[src/rtl/backend_pkg.sv]
// Shared constants and types for the analog-backend control block.
// Frame layout {resetb1, gainA1[2:0], resetb2, gainA2[1:0], resetbvco1, resetbvco2}.
package backend_pkg;

    localparam int FRAME_LEN = 9;

    localparam int RB1_POS  = 8;
    localparam int GA1_MSB  = 7;
    localparam int GA1_LSB  = 5;
    localparam int RB2_POS  = 4;
    localparam int GA2_MSB  = 3;
    localparam int GA2_LSB  = 2;
    localparam int RBV1_POS = 1;
    localparam int RBV2_POS = 0;

    typedef enum logic [1:0] {
        IDLE,
        SHIFT,
        APPLY
    } state_e;

endpackage

[src/rtl/vco_edge_counter.sv]
// Synchronizes a VCO clock, detects its rising edges and counts them with
// saturation; the count clears on i_clr and is held at zero while i_hold is set.
module vco_edge_counter
    import backend_pkg::*;
#(
    parameter int CNT_W = 10
) (
    input  logic             clk,
    input  logic             rst_n,
    input  logic             i_sig,
    input  logic             i_clr,
    input  logic             i_hold,
    output logic [CNT_W-1:0] o_cnt
);

    logic [2:0]       sync_q, sync_d;
    logic [CNT_W-1:0] cnt_q, cnt_d;
    logic             rise;

    assign rise = sync_q[1] & ~sync_q[2];

    always_comb begin
        sync_d = {sync_q[1:0], i_sig};
        cnt_d  = cnt_q;
        if (i_hold || i_clr) begin
            cnt_d = '0;
        end else if (rise && (cnt_q != '1)) begin
            cnt_d = cnt_q + 1'b1;
        end
    end

    always_ff @(posedge clk or negedge rst_n) begin
        if (!rst_n) begin
            sync_q <= '0;
            cnt_q  <= '0;
        end else begin
            sync_q <= sync_d;
            cnt_q  <= cnt_d;
        end
    end

    assign o_cnt = cnt_q;

endmodule

[src/rtl/backend_ctrl.sv]
// Serial-configured amplifier/VCO control with an optional VCO frequency
// comparator, built only when BACKEND_VCO_CMP_EN is defined.
module backend_ctrl
    import backend_pkg::*;
#(
    parameter int WINDOW  = 256,
    parameter int CNT_W   = 10,
    parameter int TIMEOUT = 64
) (
    input  logic       i_clk,
    input  logic       i_resetbAll,
    input  logic       i_sclk,
    input  logic       i_sdin,
    input  logic       i_clk_vco1,
    input  logic       i_clk_vco2,
    output logic       o_ready,
    output logic       o_vco1_fast,
    output logic       o_resetb1,
    output logic [2:0] o_gainA1,
    output logic       o_resetb2,
    output logic [1:0] o_gainA2,
    output logic       o_resetbvco1,
    output logic       o_resetbvco2
);

    localparam int TW = $clog2(TIMEOUT + 1);

    logic [2:0]           sclk_sync_q, sclk_sync_d;
    logic [1:0]           sdin_sync_q, sdin_sync_d;
    state_e               state_q, state_d;
    logic [FRAME_LEN-1:0] shreg_q, shreg_d;
    logic [FRAME_LEN-1:0] cfg_q, cfg_d;
    logic [3:0]           bit_cnt_q, bit_cnt_d;
    logic [TW-1:0]        tmo_q, tmo_d;
    logic                 sclk_rise;
    logic                 sbit;

    // sdin shares the sclk delay so the sampled bit lines up with the edge
    assign sclk_rise = sclk_sync_q[1] & ~sclk_sync_q[2];
    assign sbit      = sdin_sync_q[1];

    always_comb begin
        sclk_sync_d = {sclk_sync_q[1:0], i_sclk};
        sdin_sync_d = {sdin_sync_q[0], i_sdin};
        state_d     = state_q;
        shreg_d     = shreg_q;
        cfg_d       = cfg_q;
        bit_cnt_d   = bit_cnt_q;
        tmo_d       = tmo_q;
        unique case (state_q)
            IDLE: begin
                tmo_d = '0;
                if (sclk_rise) begin
                    shreg_d   = {shreg_q[FRAME_LEN-2:0], sbit};
                    bit_cnt_d = 4'd1;
                    state_d   = SHIFT;
                end
            end
            SHIFT: begin
                if (sclk_rise) begin
                    shreg_d = {shreg_q[FRAME_LEN-2:0], sbit};
                    tmo_d   = '0;
                    if (bit_cnt_q == 4'(FRAME_LEN - 1)) begin
                        state_d = APPLY;
                    end else begin
                        bit_cnt_d = bit_cnt_q + 4'd1;
                    end
                end else if (tmo_q == TW'(TIMEOUT - 1)) begin
                    tmo_d   = '0;
                    state_d = IDLE;
                end else begin
                    tmo_d = tmo_q + 1'b1;
                end
            end
            APPLY: begin
                cfg_d   = shreg_q;
                state_d = IDLE;
            end
            default: state_d = IDLE;
        endcase
    end

    always_ff @(posedge i_clk or negedge i_resetbAll) begin
        if (!i_resetbAll) begin
            sclk_sync_q <= '0;
            sdin_sync_q <= '0;
            state_q     <= IDLE;
            shreg_q     <= '0;
            cfg_q       <= '0;
            bit_cnt_q   <= '0;
            tmo_q       <= '0;
        end else begin
            sclk_sync_q <= sclk_sync_d;
            sdin_sync_q <= sdin_sync_d;
            state_q     <= state_d;
            shreg_q     <= shreg_d;
            cfg_q       <= cfg_d;
            bit_cnt_q   <= bit_cnt_d;
            tmo_q       <= tmo_d;
        end
    end

    assign o_ready      = (state_q == IDLE);
    assign o_resetb1    = cfg_q[RB1_POS];
    assign o_gainA1     = cfg_q[GA1_MSB:GA1_LSB];
    assign o_resetb2    = cfg_q[RB2_POS];
    assign o_gainA2     = cfg_q[GA2_MSB:GA2_LSB];
    assign o_resetbvco1 = cfg_q[RBV1_POS];
    assign o_resetbvco2 = cfg_q[RBV2_POS];

`ifdef BACKEND_VCO_CMP_EN
    localparam int WW = $clog2(WINDOW);

    logic [WW-1:0]    win_q, win_d;
    logic             fast_q, fast_d;
    logic             win_end;
    logic [CNT_W-1:0] cnt1, cnt2;

    assign win_end = (win_q == WW'(WINDOW - 1));

    vco_edge_counter #(.CNT_W(CNT_W)) u_cnt1 (
        .clk    (i_clk),
        .rst_n  (i_resetbAll),
        .i_sig  (i_clk_vco1),
        .i_clr  (win_end),
        .i_hold (~cfg_q[RBV1_POS]),
        .o_cnt  (cnt1)
    );

    vco_edge_counter #(.CNT_W(CNT_W)) u_cnt2 (
        .clk    (i_clk),
        .rst_n  (i_resetbAll),
        .i_sig  (i_clk_vco2),
        .i_clr  (win_end),
        .i_hold (~cfg_q[RBV2_POS]),
        .o_cnt  (cnt2)
    );

    always_comb begin
        win_d  = win_end ? '0 : win_q + 1'b1;
        fast_d = win_end ? (cnt1 > cnt2) : fast_q;
    end

    always_ff @(posedge i_clk or negedge i_resetbAll) begin
        if (!i_resetbAll) begin
            win_q  <= '0;
            fast_q <= 1'b0;
        end else begin
            win_q  <= win_d;
            fast_q <= fast_d;
        end
    end

    assign o_vco1_fast = fast_q;
`else
    logic vco_unused;

    assign vco_unused  = i_clk_vco1 ^ i_clk_vco2;
    assign o_vco1_fast = 1'b0;
`endif

endmodule

[config.mk]
export PLATFORM = sky130hd
export DESIGN_NAME = backend_ctrl
export DESIGN_NICKNAME = d
export VERILOG_FILES = /design/src/rtl/backend_pkg.sv /design/src/rtl/vco_edge_counter.sv /design/src/rtl/backend_ctrl.sv
export SDC_FILE = /design/constraint.sdc
export NUM_CORES = 1
export LEC_CHECK = 0
export CORE_MARGIN = 2
export CORE_UTILIZATION = 54
export DETAILED_ROUTE_END_ITERATION = 7
export GPL_ROUTABILITY_DRIVEN = 0
export PLACE_DENSITY_LB_ADDON = 0.08
export SLEW_MARGIN = 20
export SYNTH_ARGS = -nofsm -noshare
export SYNTH_HDL_FRONTEND = slang
export SYNTH_SLANG_ARGS = --single-unit
[constraint.sdc]
create_clock -name i_clk -period 2.2 [get_ports i_clk]
set_clock_uncertainty 0.1 [all_clocks]
set_input_delay 0.44 -clock i_clk [delete_from_list [all_inputs] [get_ports i_clk]]
set_output_delay 0.44 -clock i_clk [all_outputs]
set_load 0.1 [all_outputs]
==> impl_metrics.py <==
metrics = {
    "clock_tree": {
        "root_buffer": "clkbuf_4",
        "cts_buffer_depth": 2,
        "cts_tree": "done",
        "cts_made_buffers": 5,
        "insertion_delay_ns": 0.34,
        "ctsResizeCount": 0,
        "cts-htree-levels": 2,
        "cts_sinks": 36,
        "postCtsSetupRepairBufs": 0,
        "hold_buffers": 0,
        "path_clk_slew_ns": 0.11,
    },
    "drt": {
        "avgViaCountPerCell": 5.63,
        "drc": 0,
        "ant_nets": 0,
        "wl_per_cell_um": 14.4,
        "firstDrtPassIters": 4,
        "vias": 1042,
        "drtIter0Drc": 37,
        "routed_wirelength_um": 2670,
    },
    "critical_path": {
        "endpoint_kind": "flop",
        "startpoint_type": "flop",
        "reg2reg_depth": 5,
        "crit_path_top_delay_cell": "dfrtp_1",
        "setup.worst_path.end": "tmo_q[3]",
        "cpPeakStageDelay_ns": 0.42,
        "arrival_ns": 1.88,
        "critPathMaxFanout": 4,
        "critPathLaunch": "tmo_q[0]",
        "rrSetupSlack_ns": 0.46,
        "worstReg2RegEnd": "tmo_q[3]",
        "path_cells": "ha_1 -> nand3_1 -> nor3_2 -> nor2_1 -> a221o_1",
        "cp.required_ns": 2.34,
        "critical_path_class": "flop to flop",
        "worst_r2r_startpoint": "tmo_q[0]",
    },
    "timing": {
        "min_period_ns": 1.74,
        "max_clock_freq_mhz": 574,
        "finalHoldViolCount": 0,
        "report.final.slew_viol_count": 0,
        "rsz0062_at_grt": "false",
        "fin_crit_sh_pct": 79.2,
        "fin_tns_setup_ns": 0,
        "setup_viol": 0,
    },
    "finish": {
        "seq_area_sq_um": 901,
        "fillers": 210,
        "antenna_cells": 0,
        "drive_above_1_share_pct": 22.1,
        "nets": 162,
        "syn2layout_area_growth_pct": 14.7,
        "multiInputGateArea_sq_um": 576,
    },
    "floorplan": {
        "dieArea_sq_um": 3250,
        "die_w_um": 57.0,
        "die_h_um": 57.0,
        "coreArea_sq_um": 2710,
        "start_util_pct": 56.0,
        "io_pins": 17,
        "fp-row-count": 19,
    },
    "power_and_ir_drop": {
        "p_total_uw": 2060,
        "ir_worst_vdd_mv": 0.979,
        "p_per_area_nw_per_um2": 1180,
        "p_leak_uw": 0.000891,
    },
    "synth": {
        "synth_area_per_cell_sq_um": 11.2,
        "netlist_instances": 136,
        "ys_warn_count": 0,
        "ys_types": 39,
        "synth_area_sq_um": 1520,
        "yosysSeqAreaShare_pct": 59.3,
        "synthesis.nets": 145,
        "synth-seq-cells": 36,
    },
    "place": {
        "io_buffer_count": 13,
        "hpwl_um": 1780,
    },
    "min_path": {
        "hp-class": "flop to flop",
    },
    "grt": {
        "overflow": 0,
        "track_usage_pct": 19.1,
        "grt_pass1_wl_um": 4680,
        "grt_antenna_before_repair": 0,
        "grt_pass1_vias": 1094,
        "grt_max_degree": 37,
    },
    "status": {
        "outcome": "complete, no violations",
    },
    "run": {
        "maxCapViolCount": 0,
    },
}
-- final cells by class --
cell class	count	share of cell area, %
sequential	36	51.7
multi-input combinational	91	33.0
timing repair buffer	16	8.04
clock buffer	6	2.37
tap	31	2.23
clock inverter	2	2.01
inverter	3	0.646
-- report_power, final --
group	leakage, uW	internal [uW]	switching, uW
sequential	0.000468	793	126
combinational	0.000381	218	473
clock	0.0000422	238	212
-- state kept, by name, summed over array words and instances, names as in the netlist --
| name | count |
|---|---|
| bit_cnt_q | 4 |
| cfg_q | 9 |
| sclk_sync_q | 3 |
| sdin_sync_q | 2 |
| shreg_q | 9 |
| state_q | 2 |
| tmo_q | 7 |
-- layer usage --
layer,track usage [%],part of all wire [%],vias up
li1,-,-,501
met2,30.9,51,18
met1,22.1,43,517
met3,7.26,4.4,6
met5,0,0,-
met4,9.97,1.8,0
-- critical path: cells and delay by family (launching register included) --
| family | cells | cell delay, ns |
|---|---|---|
| flip-flops | 1 | 0.42 |
| AO/OA/AOI/OAI | 1 | 0.30 |
| adder cells (fa/ha/maj) | 1 | 0.21 |
| AND/OR/NAND/NOR | 3 | 0.61 |
-- logic make-up after synthesis --
logic type,count (synthesis),synth area share (%)
buffers and inverters,9,2.97
AND/OR/NAND/NOR,57,18.0
AO/OA/AOI/OAI,18,8.40
XOR/XNOR,1,0.577
flip-flops,36,59.3
other,1,0.247
multiplexers,11,7.99
adder cells (fa/ha/maj),3,2.47
-- cells in the mapped netlist (all sizes together) --
cell type / n / share of area [%]
a211oi: 1 / 0.49
nand2: 34 / 8.4
mux2: 9 / 6.7
a311oi: 1 / 0.58
nand2b: 1 / 0.41
o21ai: 4 / 1.3
o31ai: 1 / 0.49
a22o: 1 / 0.58
nor2b: 2 / 0.82
inv: 3 / 0.74
mux2i: 2 / 1.3
and2: 1 / 0.41
a21o: 2 / 0.99
nor3: 3 / 1.3
ha: 3 / 2.5
conb: 1 / 0.25
or3: 2 / 0.82
nor4: 2 / 1.8
a21oi: 1 / 0.33
a22oi: 1 / 0.49
dfrtp: 36 / 59
nand3: 3 / 0.99
nor3b: 2 / 0.99
o21bai: 1 / 0.49
xor2: 1 / 0.58
a221o: 1 / 0.66
or3b: 1 / 0.58
o211a: 1 / 0.66
o22ai: 1 / 0.41
buf: 2 / 1.2
o21a: 1 / 0.49
clkbuf: 4 / 0.99
a31oi: 1 / 0.41
nor2: 6 / 1.5
-- per-stage QoR --
step,hold WS [ns],cells,setup WS [ns],area [sq um],util [%]
global placement,0.232,177,0.532,1670,61.5
finish,0.256,185,0.458,1740,64.3
global route,0.260,185,0.321,1740,64.3
detailed placement,0.236,177,0.444,1670,61.5
floorplan,0.0444,136,0.212,1520,-
CTS,0.259,185,0.443,1740,64.3
-- placed cells by master, fill, tap and decap left out, types with 3 or more instances in the layout --
| cell | synthesis | routed |
|---|---|---|
| buf_4 | 1 | 12 |
| nand3_1 | 3 | 3 |
| dfrtp_1 | 36 | 36 |
| nand2_1 | 34 | 34 |
| o21ai_0 | 3 | 3 |
| mux2_2 | 9 | 9 |
| ha_1 | 3 | 3 |
| clkdlybuf4s50_1 | 0 | 3 |
| clkbuf_4 | 0 | 5 |
| nor2_1 | 6 | 5 |
-- how the worst min path moves through the flow --
stage,from,endpoint,depth (start not counted)
after floorplan,i_resetbAll,bit_cnt_q[0],0
after detailed placement,sclk_sync_q[0],sclk_sync_q[1],0
after CTS,sclk_sync_q[0],sclk_sync_q[1],0
after global placement,sclk_sync_q[0],sclk_sync_q[1],0
final,sdin_sync_q[0],sdin_sync_q[1],0
after global routing,sclk_sync_q[0],sclk_sync_q[1],0
Note: power is estimated with default switching activity, not from simulation.
